[config.mk]
export PLATFORM = sky130hd
export DESIGN_NAME = reset_sequencer
export DESIGN_NICKNAME = d
export VERILOG_FILES = /design/src/rtl/reset_seq_pkg.sv /design/src/rtl/reset_seq_timer.sv /design/src/rtl/reset_sequencer.sv
export SDC_FILE = /design/constraint.sdc
export NUM_CORES = 1
export LEC_CHECK = 0
export ABC_AREA = 1
export ABC_CLOCK_PERIOD_IN_PS = 2900
export BUFFER_PORTS_ARGS = -buffer_cell sky130_fd_sc_hd__buf_2
export CORE_AREA = 2 2 39 41
export DETAILED_ROUTE_END_ITERATION = 10
export DIE_AREA = 0 0 41 43
export PLACE_DENSITY = 0.56
export SLEW_MARGIN = 20
export SYNTH_ARGS = -nofsm -noshare
export SYNTH_HDL_FRONTEND = slang
export SYNTH_SLANG_ARGS = --single-unit
[constraint.sdc]
create_clock -name clk -period 2.9 [get_ports clk]
set_clock_uncertainty 0.1 [all_clocks]
set_input_delay 0.58 -clock clk [delete_from_list [all_inputs] [get_ports clk]]
set_output_delay 0.58 -clock clk [all_outputs]
set_load 0.05 [all_outputs]
[src/rtl/reset_seq_pkg.sv]
// Shared types and defaults for the reset sequencer: FSM state encoding,
// default timing parameters and the counter-width helper.
package reset_seq_pkg;

    typedef enum logic [1:0] {
        HOLD    = 2'd0,
        RELEASE = 2'd1,
        RUN     = 2'd2
    } state_t;

    localparam int DEFAULT_HOLD_CYCLES   = 8;
    localparam int DEFAULT_SETTLE_CYCLES = 2;

    // One counter serves both phases, so it must reach the larger of the two counts.
    function automatic int count_width(input int hold_cycles, input int settle_cycles);
        int max_cycles;
        max_cycles = (hold_cycles > settle_cycles) ? hold_cycles : settle_cycles;
        return $clog2(max_cycles + 1);
    endfunction

endpackage

[src/rtl/reset_seq_timer.sv]
// Clearable up-counter with a terminal-count compare, shared by the HOLD and
// RELEASE phases of the reset sequencer.
module reset_seq_timer #(
    parameter int WIDTH = 4
) (
    input  logic             clk,
    input  logic             rst_n,
    input  logic             clr,
    input  logic [WIDTH-1:0] term,
    output logic             tc
);

    logic [WIDTH-1:0] count;

    // NOTE: sequential state uses non-blocking assignments and a synchronous
    // reset; the reset is just the highest-priority branch of the clocked block.
    always_ff @(posedge clk) begin
        if (!rst_n || clr) begin
            count <= '0;
        end else begin
            count <= count + WIDTH'(1);
        end
    end

    assign tc = (count == term);

endmodule

[src/rtl/reset_sequencer.sv]
// Reset sequencer: holds a downstream domain in reset, lets it settle, then
// enables it; every output comes straight from a flop so dom_rst is glitch-free.
module reset_sequencer
    import reset_seq_pkg::*;
#(
    parameter int HOLD_CYCLES   = DEFAULT_HOLD_CYCLES,
    parameter int SETTLE_CYCLES = DEFAULT_SETTLE_CYCLES
) (
    input  logic clk,
    input  logic rst_n,
    input  logic req,
    output logic dom_rst,
    output logic dom_en,
    output logic done,
    output logic busy
);

    localparam int CNT_W = count_width(HOLD_CYCLES, SETTLE_CYCLES);
    localparam logic [CNT_W-1:0] HOLD_TERM   = CNT_W'(HOLD_CYCLES - 1);
    localparam logic [CNT_W-1:0] SETTLE_TERM = CNT_W'(SETTLE_CYCLES - 1);

    state_t           state;
    state_t           state_next;
    logic             tc;
    logic             cnt_clr;
    logic [CNT_W-1:0] cnt_term;

    // NOTE: every signal assigned in always_comb gets a default first, so no
    // path through the case statement can infer a latch.
    always_comb begin
        state_next = state;
        case (state)
            HOLD:    if (!req && tc) state_next = RELEASE;
            RELEASE: if (req)        state_next = HOLD;
                     else if (tc)    state_next = RUN;
            RUN:     if (req)        state_next = HOLD;
            default:                 state_next = HOLD;
        endcase
    end

    // The counter restarts on any state change or req, and is parked at zero in RUN.
    assign cnt_clr  = req || (state_next != state) || (state == RUN);
    assign cnt_term = (state == HOLD) ? HOLD_TERM : SETTLE_TERM;

    reset_seq_timer #(
        .WIDTH (CNT_W)
    ) u_timer (
        .clk   (clk),
        .rst_n (rst_n),
        .clr   (cnt_clr),
        .term  (cnt_term),
        .tc    (tc)
    );

    // Outputs are registered from the next state so they change on the same
    // edge as the state itself.
    always_ff @(posedge clk) begin
        if (!rst_n) begin
            state   <= HOLD;
            dom_rst <= 1'b1;
            dom_en  <= 1'b0;
            done    <= 1'b0;
            busy    <= 1'b1;
        end else begin
            state   <= state_next;
            dom_rst <= (state_next == HOLD);
            dom_en  <= (state_next == RUN);
            done    <= (state_next == RUN) && (state != RUN);
            busy    <= (state_next != RUN);
        end
    end

    assert property (@(posedge clk) disable iff (!rst_n) !(dom_rst && dom_en));
    assert property (@(posedge clk) disable iff (!rst_n) done |=> !done);
    assert property (@(posedge clk) disable iff (!rst_n) done |-> dom_en);

endmodule

Yosys cells after proc, flatten, opt, wreduce, memory -nomap -nowiden
Index checks and enable logic that the tools add are counted.
- register bits after elaboration: 10
- latch bits: 0
- bits in writable memories: 0
- bits in read-only memories: 0
- input port bits: 3
- output and inout port bits: 4
- logic and storage cells: 29
- memories: 0
- $add $sub $neg: 1
- multiply operators: 0
- div/mod/pow operators: 0
- magnitude comparators: 0
- equal/unequal tests: 7
- shifts and indexed selects: 0
- multiplexer cells: 6
- bitwise gates (word level): 0
- reduce and logical (&&, ||, !) cells: 9
- operators by type and width (operator ; count):
    2-bit two-way mux ; 4
    2-bit case mux with 3 select lines ; 1
    4-bit by 1-bit adder with 4-bit output (second input constant) ; 1
    2-bit == test (second input constant) ; 2
    4-bit by 3-bit == test with 1-bit output ; 1
    2-bit zero test ; 2
    2-bit != test (second input constant) ; 2
    1-bit logical OR ; 3
    3-bit two-way mux ; 1
    2-bit by 1-bit == test with 1-bit output (second input constant) ; 1
    1-bit logical AND ; 2
    1-bit zero test ; 2
    2-bit != test ; 1

Depth between registers and ports, before layout
- word-level depth: 10
- depth in mapped cells: 9
- gate-level depth less buffers: 9

Modules after synthesis
Synthesis repeated with hierarchy kept, for this count alone.
- cell total of the unflattened synthesis: 67
- area, all modules: 460.4 um^2
- modules (own cells, without submodules) (module ; instances ; cells each ; area each (um^2) ; sequential area each (um^2)):
    reset_seq_timer ; 1 ; 34 ; 230.2 ; 80.1
    reset_sequencer ; 1 ; 33 ; 230.2 ; 120.1

Worst setup path before layout
OpenSTA, ideal clock, no wires.
- path type: reg-to-output
- start: register busy
- end: output busy
- arrival: 587 ps
- required time: 2220 ps
- slack: 1633 ps
- stages on the path, launching flop included: 1
- path buffers: 0
- cell sequence: dfxtp_1
- RTL lines (what ; RTL line ; text):
    start: declaration ; reset_sequencer.sv:15 ; output logic busy
    start signal: assignment ; reset_sequencer.sv:69 ; busy <= (state_next != RUN);
No word-level cell between the ends.

Final worst setup path
- start: register done
- end: output done
- RTL lines (what ; RTL line ; text):
    start: declaration ; reset_sequencer.sv:14 ; output logic done,
    start signal: assignment ; reset_sequencer.sv:68 ; done <= (state_next == RUN) && (state != RUN);
No word-level cell between the ends.

==> run_results.csv <==
group,metric,value,unit
clocking,post_cts_resize_count,0,
clocking,clk_pin_slew_worst_paths,70,ps
synthesis,synth_cell_type_count,14,
finish,most_frequent_standard_cell_in_the_layout_excluding_fill_and_tap_cells,"nor2_1",
worst_setup_path,cp_delay_by_family_top,"flip-flops",
power,cellInternalPower,0.0002178,W
finish,nNetsFinal,61,
power,vdd.ir_drop.worst,220.4,uV
route,wl_per_cell,7.736,um
power,comb_power_share,2.9,%
route,route.vias.total,293,
route,drt-initial-drc-count,2,
worst_setup_path,critical_path.startpoint_type,"flip-flop",
worst_setup_path,crit_type,"flip-flop to primary output",
worst_setup_path,timing.critical_path.slowest_stage_cell,"dfxtp_1",
global_route,grt_max_degree,7,
timing,worst_max_slew_margin_expressed_relative_to_the_limit,83.50,%
worst_setup_path,critPathMaxStageDelay,310,ps
power,switching_share,19.56,%
worst_hold_path,min_from,"u_timer.count[0]$_SDFF_PP0_",
worst_setup_path,end_kind,"primary output",
die,die_area,1763,um^2
global_route,antenna_found_initial,0,
clocking,cts_setup_buffers,0,
place,portBuffers,6,
timing,setup-tns-final,0,ps
worst_setup_path,reg2reg_depth,7,
place,dp_worst_setup_slack,1454,ps
synthesis,syn_avg_cell_area,8.296,um^2
die,ios,7,
clocking,insertion_delay,260,ps
worst_hold_path,holdPathEnd,"u_timer.count[0]$_SDFF_PP0_",
timing,final-hold-violation-count,0,
power,seqPwrFrac,51.6,%
worst_hold_path,worst_hold_path_cells,1,
synthesis,syn_area,381.6,um^2
global_route,first_global_vias,264,
worst_setup_path,reg2reg_from,"state[0]$_SDFF_PN0_",
clocking,cts-buffers-inserted,3,
synthesis,postSynthCellCount,46,
die,die_h,43,um
global_route,grt_first_pass_wirelength,1021,um
power,clock_power_share,45.5,%
synthesis,synth_seq_area_share,52.46,%
finish,layout-drive-gt1-share,26.79,%
die,row_count,14,
timing,maximum_clock_rate,664.7,MHz
worst_setup_path,worst_ep_required_time,2220,ps
timing,report.final.setup_viol,0,
clocking,tritoncts,"built",
clocking,cts_hold_buffers,0,
place,hpwl,437,um
route,dr.pass1.iters,3,
worst_setup_path,critical_path_arrival,820,ps
die,die_x,41,um
timing,setup_ws,1396,ps
global_route,grt_remaining_overflow,0,
power,p_per_area,578.6,nW/um^2
worst_setup_path,crit_fanout,1,
synthesis,yosys_warnings,0,
clocking,clock_path_buffers,2,
place,dpl_cell_area,431.7,um^2
worst_setup_path,critical_register_to_register_path_endpoint,"dom_rst$_SDFF_PN1_",
route,postRouteWirelength,557,um
clocking,clock-root-buffer,"clkbuf_4",
power,power.net_switching,0.00005296,W
timing,rsz0062_at_grt,"false",
worst_hold_path,holdCritPathClass,"flip-flop to flip-flop",
route,drc,0,
finish,finalInstanceArea,467.9,um^2
die,initial_utilization,27.58,%
synthesis,postSynthNetCount,50,
place,place.gp.congestion,0.8103,
global_route,total_global_route_track_usage,8.871,%
synthesis,yosys_register_bits,10,
worst_setup_path,path_buf_inv,1,
die,floorplan.core_area,1384,um^2
timing,final_critical_path_time_including_i_o_delays_and_setup,1505,ps
clocking,numClockSinks,10,
timing,final_min_period_over_clock_period,51.88,%
finish,most-common-layout-cells,"11 x nor2_1, 10 x dfxtp_1, 9 x nand2_1, 6 x buf_2, 5 x inv_1",
job,maxCapViolations,0,
finish,num_antenna_cells,0,
finish,area.growth.synth_to_final,22.62,%
worst_setup_path,timing.reg2reg.setup_slack,1730,ps
power,p_leak,0.2095,nW
timing,max_slew.worst_pin.slew,249.2,ps
worst_setup_path,ordered_cell_list_for_the_critical_path,"buf_2",
route,vias_per_cell,4.069,
clocking,htree_levels,1,
timing,final-max-slew-violation-count,0,
status,status,"finished, final reports clean",
route,final_antenna_net_count,0,
==> cell usage after synthesis <==
library cell	count	area, um^2
nand2_2	1	6.260
nand2_1	9	33.78
ha_1	1	12.51
nor2_2	1	6.260
nor2_1	11	41.29
o21bai_2	1	11.26
nor3b_1	1	7.510
inv_2	1	3.750
xnor2_1	2	17.52
dfxtp_1	10	200.2
nand3_1	1	5.000
o21bai_1	1	7.510
inv_1	5	18.77
nand3_2	1	10.01
==> per-stage QoR <==
step	utilization, %	instances	power [W]	hold WS (ps)
floorplan	-	46	0.0001479	317.3
global placement	31.19	68	0.0001509	338.1
detailed placement	31.19	68	0.0001511	347.5
CTS	33.82	72	0.0002746	360.4
global route	33.82	72	0.0002846	408.6
finish	33.82	72	0.0002707	354.5
==> power groups by stage <==
| stage | clock [W] | sequential [W] | combinational (W) |
|---|---|---|---|
| global placement | 0 | 0.000143 | 0.00000796 |
| detailed placement | 0 | 0.000143 | 0.00000818 |
| floorplan | 0 | 0.000143 | 0.00000527 |
| global route | 0.000135 | 0.000140 | 0.00000958 |
| finish | 0.000123 | 0.000140 | 0.00000791 |
| CTS | 0.000127 | 0.000140 | 0.00000816 |
==> worst register-to-register path, stage by stage, from the launching register on <==
cell,delay [ps]
dfxtp_1,380
inv_2,60
nand2_1,60
nand2_1,50
nand2_2,80
nand3_2,100
o21bai_2,170
nor2_1,60
==> layer usage <==
layer	up-vias	track usage (%)	part of all wire (%)
li1	158	-	-
met2	2	11.25	47
met1	133	11.07	49
met3	0	4.712	2.9
met5	-	0	0
met4	0	6.000	0
==> flip-flops by register name, summed over array words and instances (netlist names) <==
name,flops
done,1
state,2
dom_en,1
busy,1
dom_rst,1
u_timer.count,4
==> area by class of cell <==
type | count | area [um^2]
repair buffers | 6 | 30.03
flip-flops and latches | 10 | 200.2
well taps | 16 | 20.02
fillers | 148 | 915.9
clock buffers | 4 | 36.28
multi-input cells | 30 | 158.9
inverters | 6 | 22.52
==> how the worst max path moves through the flow <==
stage                     slack, ps                from  cells past startpoint                  to
final                          1400     done$_SDFF_PN0_                      1                done
after floorplan                1630     busy$_SDFF_PN1_                      0                busy
after global routing           1360  dom_rst$_SDFF_PN1_                      1             dom_rst
after global placement         1470                 req                      5  dom_rst$_SDFF_PN1_
after detailed placement       1450                 req                      5  dom_rst$_SDFF_PN1_
after CTS                      1390     done$_SDFF_PN0_                      1                done
==> logic make-up after synthesis <==
logic type / synth area share (%)
flip-flops: 52.46
AO/OA/AOI/OAI: 4.919
XOR/XNOR: 4.591
buffers and inverters: 5.901
adder cells (fa/ha/maj): 3.278
AND/OR/NAND/NOR: 28.85
No activity file was read; power rests on OpenSTA's default activity.
